[src/rtl/sine_table_loader.sv]
// sine_table_loader: streams host words into the quarter-wave sine table and keeps the synth muted until the table is whole.
// Optional running checksum of the session's words when SINE_TABLE_LOADER_CHECKSUM_EN is defined.
module sine_table_loader #(
    parameter int ADDRESS_WIDTH = 14,
    parameter int DATA_WIDTH    = 16,
    parameter int FLUSH_CYCLES  = 3
) (
    input  logic                     i_Clock,
    input  logic                     i_Reset,
    input  logic                     i_LoadStart,
    input  logic                     i_LoadAbort,
    input  logic                     i_DataValid,
    input  logic [DATA_WIDTH-1:0]    i_DataValue,
    output logic                     o_DataReady,
    output logic                     o_SineTableWriteEnable,
    output logic [ADDRESS_WIDTH-1:0] o_SineTableWriteAddress,
    output logic [DATA_WIDTH-1:0]    o_SineTableWriteValue,
    output logic                     o_Busy,
    output logic                     o_TableValid,
    output logic                     o_MuteOutput,
    output logic                     o_LoadDone,
    output logic                     o_LoadAborted
`ifdef SINE_TABLE_LOADER_CHECKSUM_EN
    ,
    output logic [DATA_WIDTH-1:0]    o_Checksum
`endif
);
    localparam int FW = $clog2(FLUSH_CYCLES + 1);
    localparam logic [ADDRESS_WIDTH:0] LAST = {1'b0, {ADDRESS_WIDTH{1'b1}}};
    typedef enum logic [1:0] {IDLE, LOAD, FLUSH} state_t;
    state_t                   state_q;
    logic [ADDRESS_WIDTH:0]   cnt_q;
    logic [FW-1:0]            fc_q;
    logic                     complete_q, ready_q, we_q, valid_q, mute_q, done_q, aborted_q;
    logic [ADDRESS_WIDTH-1:0] addr_q;
    logic [DATA_WIDTH-1:0]    val_q;
    logic                     beat, last_beat;
    assign beat      = i_DataValid & ready_q;
    assign last_beat = beat && cnt_q == LAST;
`ifdef SINE_TABLE_LOADER_CHECKSUM_EN
    logic [DATA_WIDTH-1:0] sum_q;
    assign o_Checksum = sum_q;
`endif
    always_ff @(posedge i_Clock) begin
        if (i_Reset) begin
            state_q    <= IDLE;
            cnt_q      <= '0;
            fc_q       <= '0;
            complete_q <= 1'b0;
            ready_q    <= 1'b0;
            we_q       <= 1'b0;
            valid_q    <= 1'b0;
            mute_q     <= 1'b1;
            done_q     <= 1'b0;
            aborted_q  <= 1'b0;
            addr_q     <= '0;
            val_q      <= '0;
`ifdef SINE_TABLE_LOADER_CHECKSUM_EN
            sum_q      <= '0;
`endif
        end else begin
            we_q      <= 1'b0;
            done_q    <= 1'b0;
            aborted_q <= 1'b0;
            case (state_q)
                IDLE: if (i_LoadStart) begin
                    state_q <= LOAD;
                    ready_q <= 1'b1;
                    valid_q <= 1'b0;
                    mute_q  <= 1'b1;
                    cnt_q   <= '0;
`ifdef SINE_TABLE_LOADER_CHECKSUM_EN
                    sum_q   <= '0;
`endif
                end
                LOAD: begin
                    if (beat) begin
                        we_q   <= 1'b1;
                        addr_q <= cnt_q[ADDRESS_WIDTH-1:0];
                        val_q  <= i_DataValue;
                        cnt_q  <= cnt_q + 1'b1;
`ifdef SINE_TABLE_LOADER_CHECKSUM_EN
                        sum_q  <= sum_q + i_DataValue;
`endif
                    end
                    // completion outranks a coincident abort
                    if (last_beat || i_LoadAbort) begin
                        state_q    <= FLUSH;
                        ready_q    <= 1'b0;
                        fc_q       <= '0;
                        complete_q <= last_beat;
                    end
                end
                FLUSH: begin
                    fc_q      <= fc_q + 1'b1;
                    done_q    <= complete_q && fc_q == FW'(FLUSH_CYCLES - 1);
                    aborted_q <= !complete_q && fc_q == FW'(FLUSH_CYCLES - 1);
                    if (fc_q == FW'(FLUSH_CYCLES)) begin
                        state_q <= IDLE;
                        valid_q <= complete_q;
                        mute_q  <= !complete_q;
                    end
                end
                default: state_q <= IDLE;
            endcase
        end
    end
    assign o_DataReady             = ready_q;
    assign o_SineTableWriteEnable  = we_q;
    assign o_SineTableWriteAddress = addr_q;
    assign o_SineTableWriteValue   = val_q;
    assign o_Busy                  = state_q != IDLE;
    assign o_TableValid            = valid_q;
    assign o_MuteOutput            = mute_q;
    assign o_LoadDone              = done_q;
    assign o_LoadAborted           = aborted_q;
endmodule

[config.mk]
export PLATFORM = sky130hd
export DESIGN_NAME = sine_table_loader
export DESIGN_NICKNAME = d
export VERILOG_FILES = /design/src/rtl/sine_table_loader.sv
export SDC_FILE = /design/constraint.sdc
export NUM_CORES = 1
export LEC_CHECK = 0
export ABC_AREA = 1
export CORE_MARGIN = 2
export CORE_UTILIZATION = 43
export DETAILED_ROUTE_END_ITERATION = 7
export PLACE_DENSITY_LB_ADDON = 0.3
export SLEW_MARGIN = 10
export SYNTH_ARGS = -nofsm -noshare
export SYNTH_HDL_FRONTEND = slang
export SYNTH_SLANG_ARGS = --single-unit
export TNS_END_PERCENT = 1
[constraint.sdc]
create_clock -name i_Clock -period 1.2 [get_ports i_Clock]
set_input_delay 0.3 -clock i_Clock [delete_from_list [all_inputs] [get_ports i_Clock]]
set_output_delay 0.3 -clock i_Clock [all_outputs]
set_load 0.01 [all_outputs]
======== Word level (Yosys, flattened, before mapping) ========
Index checks and enable logic that the tools add are counted.
word-level totals
  flip-flop bits (word level) ............. 56
  logic and storage cells ................. 63
cells by class
  equal/unequal tests ..................... 9
  bitwise operators ....................... 3
  add/sub/neg operators ................... 2
  mux-type cells .......................... 18
  reduce and logical (&&, ||, !) cells .... 19
operators with widths
  operator                                         count
  2-to-1 mux 15 bit                                2
  case mux 15 bit (2 select lines)                 1
  adder 15 x 1 -> 15 bit, second input constant    1
  == test 15 x 14 -> 1 bit, second input constant  1
  AND reduction 3 bit                              4
  2-to-1 mux 2 bit                                 4
  != test 2 bit, second input constant             4
  nonzero test 2 bit                               4
  == test 2 bit, second input constant             3
  2-to-1 mux 1 bit                                 6
  case mux 1 bit (2 select lines)                  3
  case mux 2 bit (3 select lines)                  1
  AND reduction 2 bit                              3
  case mux 2 bit (2 select lines)                  1
  OR reduction 2 bit                               2
  logical AND 1 bit                                3
  adder 2 x 1 -> 2 bit, second input constant      1
  == test 2 x 1 -> 1 bit, second input constant    1
  zero test 2 bit                                  1
  NOT 1 bit                                        2
  AND 1 bit                                        1
  zero test 1 bit                                  1
  logical OR 1 bit                                 1

======== Logic depth before layout (Yosys ltp) ========
  depth after elaboration ................. 5
  gate-level depth with buffers ........... 10
  depth with buffers taken out ............ 10

======== Worst setup path after synthesis ========
No wires, ideal clock.
  path type ............................... register -> register
  start point ............................. reg cnt_q[0]
  end point ............................... reg fc_q[1]
  arrival ................................. 1.189 ns
  setup time .............................. 0.119 ns
  stages on the path, launching flop included .. 9
  setup slack ............................. -0.108 ns
  path buffers ............................ 0
  path through ............................ dfxtp_1 -> ha_1 -> nand3_1 -> nor2_1 -> nand3_1 -> nand2_1 -> nand2_1 -> nand2_1 -> o21bai_1
between the ends
  longest elaborated chain between the ends .. 5
ends and longest elaborated chain
  what                                  line  text
  start: declaration                    32    logic [ADDRESS_WIDTH:0] cnt_q;
  start signal: assignment              81    cnt_q <= cnt_q + 1'b1;
  == test 15 x 14 -> 1 bit              39    assign last_beat = beat && cnt_q == LAST;
  logical AND 1 bit                     39
  logical OR 1 bit                      87    if (last_beat || i_LoadAbort) begin
  != test 2 bit (no source line)        n/a
  AND reduction 2 bit (no source line)  n/a
  end signal: assignment                95    fc_q <= fc_q + 1'b1;
  end: declaration                      33    logic [FW-1:0] fc_q;
Every way passes these cells.
A chain may end at the register's enable or synchronous reset.

======== Worst setup path in the final report ========
  start point ............................. reg state_q[0]
  end point ............................... reg cnt_q[5]
between the ends
  longest elaborated chain between the ends .. 3
  elaborated cells on any way between the ends .. 7
ends and longest elaborated chain
  what                                                                  line  text
  start: declaration                                                    31    state_t state_q;
  start signal: assignment                                              46    state_q <= IDLE;
  start signal: assignment                                              67    state_q <= LOAD;
  start signal: assignment                                              88    state_q <= FLUSH;
  == test 2 x 1 -> 1 bit or zero test 2 bit (tied branches)             65    case (state_q)
  != test 2 bit (no source line) or nonzero test 2 bit (tied branches)  n/a
  AND reduction 3 bit (no source line)                                  n/a
Parallel ways exist; a longest one is shown, timed or not.

==> summary.txt <==
Outcome
  • Status: finished with violations
  • Failing checks: setup timing

Setup path
  • Worst r2r src: state_q[0]
  • Critical Path AT: 1.58 ns
  • Worst R2R End: cnt_q[5]
  • Critical path class: reg -> reg
  • R2R cell count: 8
  • CP Launch Type: register
  • Crit. Startpoint: state_q[0]
  • R2R Setup Slk: -0.13 ns
  • WP data required: 1.45 ns
  • CP endpoint kind: register
  • CP Capture Point: cnt_q[5]
  • Max FO, Critical Path: 6

Routing
  • Final WL: 5770 um
  • Drt wl/cell: 12.4 um
  • Vias per cell: 4.89
  • Post-route ant nets: 0
  • Drt pass-1 iters: 4
  • Via Count: 2,270
  • Iter 0 DRT Violations: 89
  • Number of remaining DRC errors: 0

Place
  • DP HPWL: 4010 um
  • DP Area: between 3000 and 4000 sq um
  • Dpl cells: 451
  • Place WS: -0.487 ns
  • Buffers on Ports: 57
  • Global placement routability congestion: about 0.86

Pwr
  • Internal power: roughly 0.0026 W
  • Clock power share: 0.306
  • Net switching fraction of the power: 0.257
  • Seq pwr share: 0.561
  • Static leakage: 1.50 nW
  • Comb power frac: 0.133
  • Psw: 0.000886 W
  • VDD IR-drop max: between 600 and 700 uV
  • Cell Pwr Density: 1020 nW/um^2

Clocking
  • H-tree levels: 2
  • Max clock buf depth: 2
  • Clock Sinks: 56
  • Number of CTS-inserted buffers: 5
  • Skew-Pair Late Insertion Delay: 0.31 ns
  • Clock Tree Root: clkbuf_8
  • Clk pin slew, worst setup/hold paths: 0.10 ns
  • CTS tree: done

GRT
  • GRT overflow: 0
  • Vias in the first global route: 2,310
  • Global-route wire length before repair: 10,100 um
  • Antenna violations before repair: 0
  • Total track usage: 0.208
  • Largest net degree at the start of global routing: 30

Yosys
  • Post-synthesis sequential area ratio: 0.494
  • Area contributors post-synth: dfxtp_1 49%, nor2_1 11%, o21ai_0 9.3%, nand2_1 5.1%, a21oi_1 5.1%
  • Ys async rst share: 0
  • Cells after Synth: 296
  • Yosys warns: 0
  • Leading area contributor after synthesis: dfxtp_1
  • Post-synthesis cell type count: 26
  • Post-synth EDFFs: 0
  • Syn Nets: 320
  • Yosys reg bits: 56
  • Cell Area, Synth: 2270 sq um
  • Synthesized area per cell: between 7 and 8 sq um
  • Synth top area share: 0.494
  • Most frequent cell after synthesis: nor2_1
  • Synth Flop Type: dfxtp_1
  • Post-synth top cells: 67 x nor2_1, 56 x dfxtp_1, 42 x o21ai_0

Floorplan
  • Die X: 76.7 um
  • Number of I/O pins: 58
  • Die ar.: 5880 sq um
  • Cell row count: 26
  • Die Y: 76.7 um
  • Core Area: 5110 sq um
  • Starting Density: 0.445

STA
  • Hold Slack: 0.487 ns
  • Fin crit share: 1.11
  • Slew Viols, Final: 0
  • Unrepaired setup endpoints after global routing: yes
  • Final setup viols: 19
  • Rel. slew slack: 0.829
  • Fmax: 749 MHz
  • Final Hold Fails: 0
  • Setup ws final: -0.134 ns
  • Clk_skew: 0.00615 ns
  • Slew @ Worst Pin: 0.256 ns
  • Final worst path period need: around 1.3 ns

Final layout
  • Nets: 417
  • Non-filler instance count after layout: between 400 and 500
  • Design Area, Final: roughly 3400 sq um
  • Layout area overhead: 49.0%
  • Number of diodes: 0
  • Layout cells sized above 1: 0.388

Run
  • Max-cap violations: 0

Hold path
  • Worst Hold Class: reg -> reg
==> cells by family after synthesis <==
| group | count (synthesis) | share of synthesized area |
|---|---|---|
| buffers and inverters | 42 | 0.0760 |
| adders and majority gates | 3 | 0.0165 |
| DFF | 56 | 0.494 |
| and+or+nand+nor | 127 | 0.262 |
| AOI/OAI and AO/OA | 68 | 0.152 |
==> sequential cells by signal (all words and copies together), names as in the netlist <==
signal                   flops
o_SineTableWriteValue       16
cnt_q                       15
o_SineTableWriteAddress     14
fc_q                         2
state_q                      2
complete_q                   1
o_DataReady                  1
o_LoadAborted                1
o_LoadDone                   1
o_MuteOutput                 1
o_SineTableWriteEnable       1
o_TableValid                 1
==> final cells by class <==
type                       count  area [sq um]
inverter                      31           119
clock buffer                   5          68.8
multi-input combinational    198          1090
timing repair buffer         101           841
tap                           70          87.6
fill                         445          1720
sequential                    56          1160
clock inverter                 3          22.5
==> how the worst min path moves through the flow <==
| stage | startpoint | end | slack, ns | depth (start not counted) |
|---|---|---|---|---|
| after floorplan | complete_q | o_LoadAborted | 0.42 | 1 |
| after global placement | complete_q | o_LoadAborted | 0.46 | 1 |
| after detailed placement | complete_q | o_LoadAborted | 0.46 | 1 |
| after CTS | complete_q | o_LoadAborted | 0.47 | 1 |
| after global routing | i_LoadStart | state_q[0] | 0.48 | 3 |
| final | o_TableValid | o_TableValid | 0.49 | 2 |
==> power by group through the flow <==
stage	clock [W]	sequential (W)	combinational (W)
6_report	0.00105	0.00193	0.000459
5_1_grt	0.00115	0.00194	0.000502
4_1_cts	0.00108	0.00193	0.000458
3_5_place_dp	0	0.00197	0.000424
3_3_place_gp	0	0.00197	0.000413
2_1_floorplan	0	0.00199	0.000161
==> routing by layer <==
| metal | part of all wire | track usage |
|---|---|---|
| met2 | 0.49 | 0.362 |
| met5 | 0 | 0 |
| met1 | 0.44 | 0.243 |
| met3 | 0.057 | 0.0553 |
| met4 | 0.019 | 0.0818 |
==> cells in the final DEF (no fill, tap or decap), drive strengths merged, types with 6 or more instances in the layout <==
| cell type | n |
|---|---|
| o21ai | 43 |
| a21oi | 23 |
| nand3 | 8 |
| nand4 | 6 |
| dfxtp | 56 |
| clkbuf | 16 |
| nor3 | 6 |
| inv | 32 |
| clkdlybuf4s15 | 14 |
| clkdlybuf4s50 | 18 |
| nand2 | 35 |
| nor2 | 69 |
| buf | 56 |
==> metrics by stage <==
| step | setup TNS (ns) | util | total power (W) |
|---|---|---|---|
| after floorplan | -0.0103 | - | 0.00215 |
| after global placement | -22.09 | 0.629 | 0.00238 |
| after detailed placement | -23.32 | 0.629 | 0.00240 |
| after CTS | -1.18 | 0.674 | 0.00347 |
| after global routing | -5.96 | 0.663 | 0.00359 |
| final | -1.38 | 0.663 | 0.00344 |
==> worst max-delay path, stage by stage (launching register included) <==
cell,delay [ns]
dfxtp_2,0.37
inv_4,0.05
buf_4,0.13
nand3_4,0.11
inv_1,0.09
nor2_2,0.11
buf_4,0.17
inv_1,0.07
nor3b_2,0.17
==> what timing repair did <==
action / CTS / global route
hold buffers: 0 / 0
setup buffers: 4 / 0
cloned: 1 / 0
setup endpoints to repair: 91 / 89
resized for setup: 135 / 61
pin swaps: 3 / 1
Note: power is estimated with default switching activity, not from simulation.
